[src/rtl/mem_seg_pkg.sv]
// Shared CPU definitions for the memory pipeline segment: opcode constants,
// memory-access FSM state encoding, the pipeline bubble value and opcode helpers.
package mem_seg_pkg;

    localparam logic [5:0]  OP_LW   = 6'b100011;
    localparam logic [5:0]  OP_SW   = 6'b101011;
    localparam logic [5:0]  OP_BEQZ = 6'b000100;

    localparam logic [31:0] BUBBLE  = 32'h0000_0000;

    typedef enum logic [0:0] {
        ST_IDLE   = 1'b0,
        ST_ACCESS = 1'b1
    } mem_state_t;

    // True for opcodes that need a data-memory transaction
    function automatic logic is_mem_op(input logic [5:0] op);
        return (op == OP_LW) || (op == OP_SW);
    endfunction

endpackage

[src/rtl/mem_access_fsm.sv]
// Memory access sequencer for the MEM segment. Owns the IDLE/ACCESS state,
// the memory request/write-enable strobes and the upstream stall. State
// advances on the falling clock edge; rst is asynchronous active-low so the
// strobes drop immediately when reset is asserted mid-access.
module mem_access_fsm
    import mem_seg_pkg::*;
(
    input  logic       clk,
    input  logic       rst,
    input  logic       start,
    input  logic       start_we,
    input  logic       mem_ack,
    output mem_state_t state,
    output logic       mem_req,
    output logic       mem_we,
    output logic       stall
);

    // Sequencer: launch an access on start, wait in ACCESS until ack
    always_ff @(negedge clk or negedge rst) begin
        if (!rst) begin
            state   <= ST_IDLE;
            mem_req <= 1'b0;
            mem_we  <= 1'b0;
            stall   <= 1'b0;
        end else begin
            case (state)
                ST_IDLE: begin
                    // mem_ack is deliberately not looked at here
                    if (start) begin
                        state   <= ST_ACCESS;
                        mem_req <= 1'b1;
                        mem_we  <= start_we;
                        stall   <= 1'b1;
                    end else begin
                        state   <= ST_IDLE;
                        mem_req <= 1'b0;
                        mem_we  <= 1'b0;
                        stall   <= 1'b0;
                    end
                end
                ST_ACCESS: begin
                    // No timeout: hold the request until memory answers
                    if (mem_ack) begin
                        state   <= ST_IDLE;
                        mem_req <= 1'b0;
                        mem_we  <= 1'b0;
                        stall   <= 1'b0;
                    end else begin
                        state   <= ST_ACCESS;
                        mem_req <= mem_req;
                        mem_we  <= mem_we;
                        stall   <= stall;
                    end
                end
                default: begin
                    state   <= ST_IDLE;
                    mem_req <= 1'b0;
                    mem_we  <= 1'b0;
                    stall   <= 1'b0;
                end
            endcase
        end
    end

endmodule

[src/rtl/mem_seg.sv]
// MEM pipeline segment: latches the EX results on the falling clock edge,
// performs LW/SW through a request/ack memory port and resolves BEQZ.
// While an access is outstanding the segment stalls upstream and emits a
// bubble to WB so every instruction is committed exactly once.
// Optional build macro MEM_ALIGN_CHECK_EN adds a misalign output and
// suppresses accesses to non-word-aligned addresses.
module mem_seg
    import mem_seg_pkg::*;
(
    input  logic        clk,
    input  logic        rst,
    input  logic [31:0] IRi,
    input  logic [31:0] ALUi,
    input  logic [31:0] Bi,
    input  logic        condi,
    output logic [31:0] IRo,
    output logic [31:0] ALUo,
    output logic [31:0] LMDo,
    output logic        branch_taken,
    output logic [31:0] branch_target,
    output logic        stall,
    output logic        mem_req,
    output logic        mem_we,
    output logic [31:0] mem_addr,
    output logic [31:0] mem_wdata,
    input  logic [31:0] mem_rdata,
    input  logic        mem_ack
`ifdef MEM_ALIGN_CHECK_EN
    ,
    output logic        misalign
`endif
);

    logic [31:0] ir_r;
    logic [31:0] alu_r;
    logic [31:0] b_r;
    logic        cond_r;
    logic [31:0] lmd_r;

    logic        capture_s;
    logic        start_s;
    logic        start_we_s;
    logic        in_access_s;
    logic        load_done_s;
    logic [5:0]  opc_in_s;
    mem_state_t  state_s;

`ifdef MEM_ALIGN_CHECK_EN
    logic        mis_in_s;
    logic        misalign_r;
`endif

    // New instructions enter only while no access is outstanding; this also
    // blocks capture on the ack edge because stall is still high then.
    assign capture_s   = ~stall;
    assign opc_in_s    = IRi[31:26];
    assign in_access_s = (state_s == ST_ACCESS);
    assign load_done_s = in_access_s && mem_ack && (ir_r[31:26] == OP_LW);

    // Decide whether the instruction being captured launches a memory access
    always_comb begin
        start_we_s = (opc_in_s == OP_SW);
`ifdef MEM_ALIGN_CHECK_EN
        mis_in_s   = is_mem_op(opc_in_s) && (ALUi[1:0] != 2'b00);
        start_s    = capture_s && is_mem_op(opc_in_s) && !mis_in_s;
`else
        start_s    = capture_s && is_mem_op(opc_in_s);
`endif
    end

    mem_access_fsm u_fsm (
        .clk      (clk),
        .rst      (rst),
        .start    (start_s),
        .start_we (start_we_s),
        .mem_ack  (mem_ack),
        .state    (state_s),
        .mem_req  (mem_req),
        .mem_we   (mem_we),
        .stall    (stall)
    );

    // Pipeline latch for EX results and the load-data register
    always_ff @(negedge clk or negedge rst) begin
        if (!rst) begin
            ir_r   <= 32'h0000_0000;
            alu_r  <= 32'h0000_0000;
            b_r    <= 32'h0000_0000;
            cond_r <= 1'b0;
            lmd_r  <= 32'h0000_0000;
        end else begin
            if (capture_s) begin
                ir_r   <= IRi;
                alu_r  <= ALUi;
                b_r    <= Bi;
                cond_r <= condi;
            end
            if (load_done_s) begin
                lmd_r <= mem_rdata;
            end
        end
    end

`ifdef MEM_ALIGN_CHECK_EN
    // Misalign flag tracks the most recently captured instruction
    always_ff @(negedge clk or negedge rst) begin
        if (!rst) begin
            misalign_r <= 1'b0;
        end else if (capture_s) begin
            misalign_r <= mis_in_s;
        end
    end

    assign misalign = misalign_r;
`endif

    // Instruction handed to WB: bubble while the access is outstanding
    always_comb begin
        if (in_access_s) begin
            IRo = BUBBLE;
        end
`ifdef MEM_ALIGN_CHECK_EN
        else if (misalign_r) begin
            IRo = BUBBLE;
        end
`endif
        else begin
            IRo = ir_r;
        end
    end

    // Branch resolution from latched state, suppressed during an access
    always_comb begin
        branch_taken  = (!in_access_s) && (ir_r[31:26] == OP_BEQZ) && cond_r;
        branch_target = alu_r;
    end

    assign ALUo      = alu_r;
    assign LMDo      = lmd_r;
    assign mem_addr  = alu_r;
    assign mem_wdata = b_r;

endmodule

[config.mk]
export PLATFORM = sky130hd
export DESIGN_NAME = mem_seg
export DESIGN_NICKNAME = d
export VERILOG_FILES = /design/src/rtl/mem_seg_pkg.sv /design/src/rtl/mem_access_fsm.sv /design/src/rtl/mem_seg.sv
export SDC_FILE = /design/constraint.sdc
export NUM_CORES = 1
export LEC_CHECK = 0
export ABC_AREA = 1
export CORE_AREA = 2 2 128 130
export CTS_CLUSTER_DIAMETER = 50
export CTS_CLUSTER_SIZE = 28
export DETAILED_ROUTE_END_ITERATION = 12
export DIE_AREA = 0 0 130 132
export GPL_ROUTABILITY_DRIVEN = 0
export PLACE_DENSITY = 0.78
export REMOVE_ABC_BUFFERS = 1
export SETUP_SLACK_MARGIN = 0.1
export SYNTH_ARGS = -nofsm -noshare
export SYNTH_HDL_FRONTEND = slang
export SYNTH_SLANG_ARGS = --single-unit
[constraint.sdc]
create_clock -name clk -period 3.46 [get_ports clk]
set_clock_uncertainty 0.1 [all_clocks]
set_input_delay 0.692 -clock clk [delete_from_list [all_inputs] [get_ports clk]]
set_output_delay 0.692 -clock clk [all_outputs]
set_load 0.05 [all_outputs]
==> impl_results.md <==
* Top Ports at 328
* Leading area contributor after synthesis: dfrtn_1
* Ys Warns at 0
* Routed WL at 20400 µm
* Total Nets Final at 966
* Starting density of the core at 0.368
* Final setup violation count at 196
* Failing checks: negative setup slack
* Hpwl dp at 14700 µm
* Tot GR Track Use at 0.233
* Yosys cell types at 21
* Most numerous cell in the Yosys netlist: dfrtn_1
* Largest net degree at the start of global routing at 74
* Cts-stage hold buffer count at 0
* Router iterations before antenna repair at 4
* Htree depth at 4
* Critical Path Start Type: register
* Grt total ovfl at 0
* Max VDD drop at 0.324 mV
* Crit path max fanout at 26
* Crit-path slowest cell: dfrtn_1
* WP data required at 2.67 ns
* RSZ-0062 raised after global routing: true
* Final WS setup at -0.405 ns
* Final hold vios at 0
* Switching pwr at 1400 µW
* Int Pwr at 3430 µW
* Core Region at 0.0157 mm²
* Number of synthesized flops with an enable pin at 0
* Worst Setup End Kind: output pin
* Antenna Nets Post-Route at 0
* Status: complete, but fails checks
* Setup Crit Path Kind: register to output pin
* Vias in the first global route at 5400
* TritonCTS clock tree: done
* Least-Margin Pin Slew at 0.871 ns
* Synthesized flop and latch total at 132
* Final Max Slew Viols at 0
* CTS sink count at 132
* Final Core Density at 0.720
* Clk_lat worst skew at 0.39 ns
* Post-DP Area at 0.0104 mm²
* CP peak stage delay at 0.50 ns
* Asr flop ratio synth at 1.00
* Wire per inst at 19.3 µm
* TritonCTS Buffers at 17
* CTS Buffer Depth at 2
* Via/cell ratio at 4.62
* Seq pwr share at 0.360
* Max-slew headroom at 0.420
* Top cells by area, synth: dfrtn_1 (57%), mux2_2 (9.9%), buf_4 (8.7%), nand2_1 (5.0%), nor2_1 (4.3%)
* Top post-synthesis cells by count: dfrtn_1 (132), nand2_1 (77), buf_4 (67)
* Share of cells above drive strength 1 at 0.382
* Root buffer cell: clkbuf_16
* Via count of the routed design at 4900
* Sequential fraction of the synthesis area at 0.571
* Synth Instances at 542
* # Max-Cap Violations at 0
* Synth top area share at 0.571
* Area growth syn-to-layout at 95.7%
* Ys flop type: dfrtn_1
* Row cnt at 46
* DRC at 0
* Clock power frac at 0.375
* Combinational power share at 0.265
* Arrival @ worst endpoint at 3.07 ns
* Clock transition at path regs at 0.04 ns
* Global-route wire length before repair at 30000 µm
* Die ar. at 0.0172 mm²
* Mapped Area at 0.00578 mm²
* Die H at 132 µm
* PwrDens at 427 mW/mm²
* Initial antenna violation count at 1
* Top delay family on crit path: flip-flops
* Die W at 130 µm
* Port bufs at 327
* WP buf/inv at 2
* Hold Crit Class: register to register
* Crit-path cells: buf_12 > nor2_1 > buf_6
* Leak pwr at 0.00530 µW
* Final Cell Area at 0.0113 mm²
* Sw Ratio at 0.291
* Initial DRC Count at 214
* Syn avg cell area at 10.7 µm²
## worst paths after layout
path	from	end	slack [ns]	cells after the start
worst min-delay path	ir_r[29]$_DFFE_NN0N_	ir_r[29]$_DFFE_NN0N_	0.34	2
worst min register to register	ir_r[29]$_DFFE_NN0N_	ir_r[29]$_DFFE_NN0N_	0.34	2
max in group asynchronous	rst	ir_r[9]$_DFFE_NN0N_	1.00	2
worst max register to register	u_fsm.stall$_DFFE_NN0P_	ALUo[12]$_DFFE_NN0N_	0.84	3
worst max-delay path	u_fsm.state$_DFF_NN0_	IRo[19]	-0.41	3
min in group asynchronous	rst	ALUo[12]$_DFFE_NN0N_	1.70	1
## layout by cell type (no fill, tap or decap), drive strengths merged
cell,Yosys,layout
o21ai,2,2
nand4,1,1
nand3,35,35
nor2,68,68
a21oi,29,29
bufinv,0,3
mux2,65,65
a21boi,1,1
clkbuf,3,26
clkdlybuf4s50,0,129
inv,35,35
or2,1,1
clkinv,0,2
diode,0,1
buf,89,233
dlymetal6s2s,0,1
nand2,79,79
dfrtn,132,132
nor3,1,1
nand3b,1,1
## metal layers
layer,vias up,track usage,wire (µm)
met2,225,0.410,11200
met4,0,0.113,796
met5,-,0,0
li1,2247,-,-
met1,2381,0.244,6950
met3,47,0.0852,1530
## tightest hold or removal path, cell delays in order, from the launching register on
cell and delay, ns:
dfrtn_1 0.40, nand2_1 0.05, o21ai_0 0.06
## kinds of logic after synthesis
logic type,Yosys count,share of synthesized area
buf+inv,127,0.141
flops,132,0.571
simple gates,186,0.133
compound gates,32,0.0281
mux,65,0.127
## timing repair
item,4_1_cts,5_1_grt
endpoints found under the setup margin,196,228
cloned,0,2
pin swaps,0,2
buffers inserted,12,10
resized for setup,28,17
## cell type report
type	instances	area (µm²)
inverters	35	131
flip-flops and latches	132	3300
diodes	1	2.50
fillers	993	4390
repair buffers	365	5340
clock buffers	24	482
clock inverters	5	100
well taps	216	270
multi-input cells	283	1690
## sequential cells by signal, indices dropped and copies added (netlist names)
register	cells
ir_r	32
u_fsm.stall	1
ALUo	32
u_fsm.state	1
LMDo	32
mem_wdata	32
u_fsm.mem_we	1
cond_r	1
## per-stage QoR
step           std cells  setup TNS (ns)  setup WS, ns  power, µW  hold WS, ns
6_report            1061          -40.01        -0.405       4830        0.344
5_1_grt             1061          -46.56        -0.464       4980        0.375
4_1_cts             1049          -41.50        -0.434       4840        0.341
3_5_place_dp        1008           -8.93        -0.294       3000        0.341
3_3_place_gp        1008           -8.71        -0.278       2980        0.325
2_1_floorplan        450          -97.27         -2.25       2250        0.310
## power groups by stage
stage	clock network (µW)	logic, µW	registers (µW)
global route	1910	1320	1750
CTS	1830	1270	1740
finish	1810	1280	1740
global placement	0	1220	1760
detailed placement	0	1240	1760
floorplan	0	208	2050
Note: power is estimated with default switching activity, not from simulation.
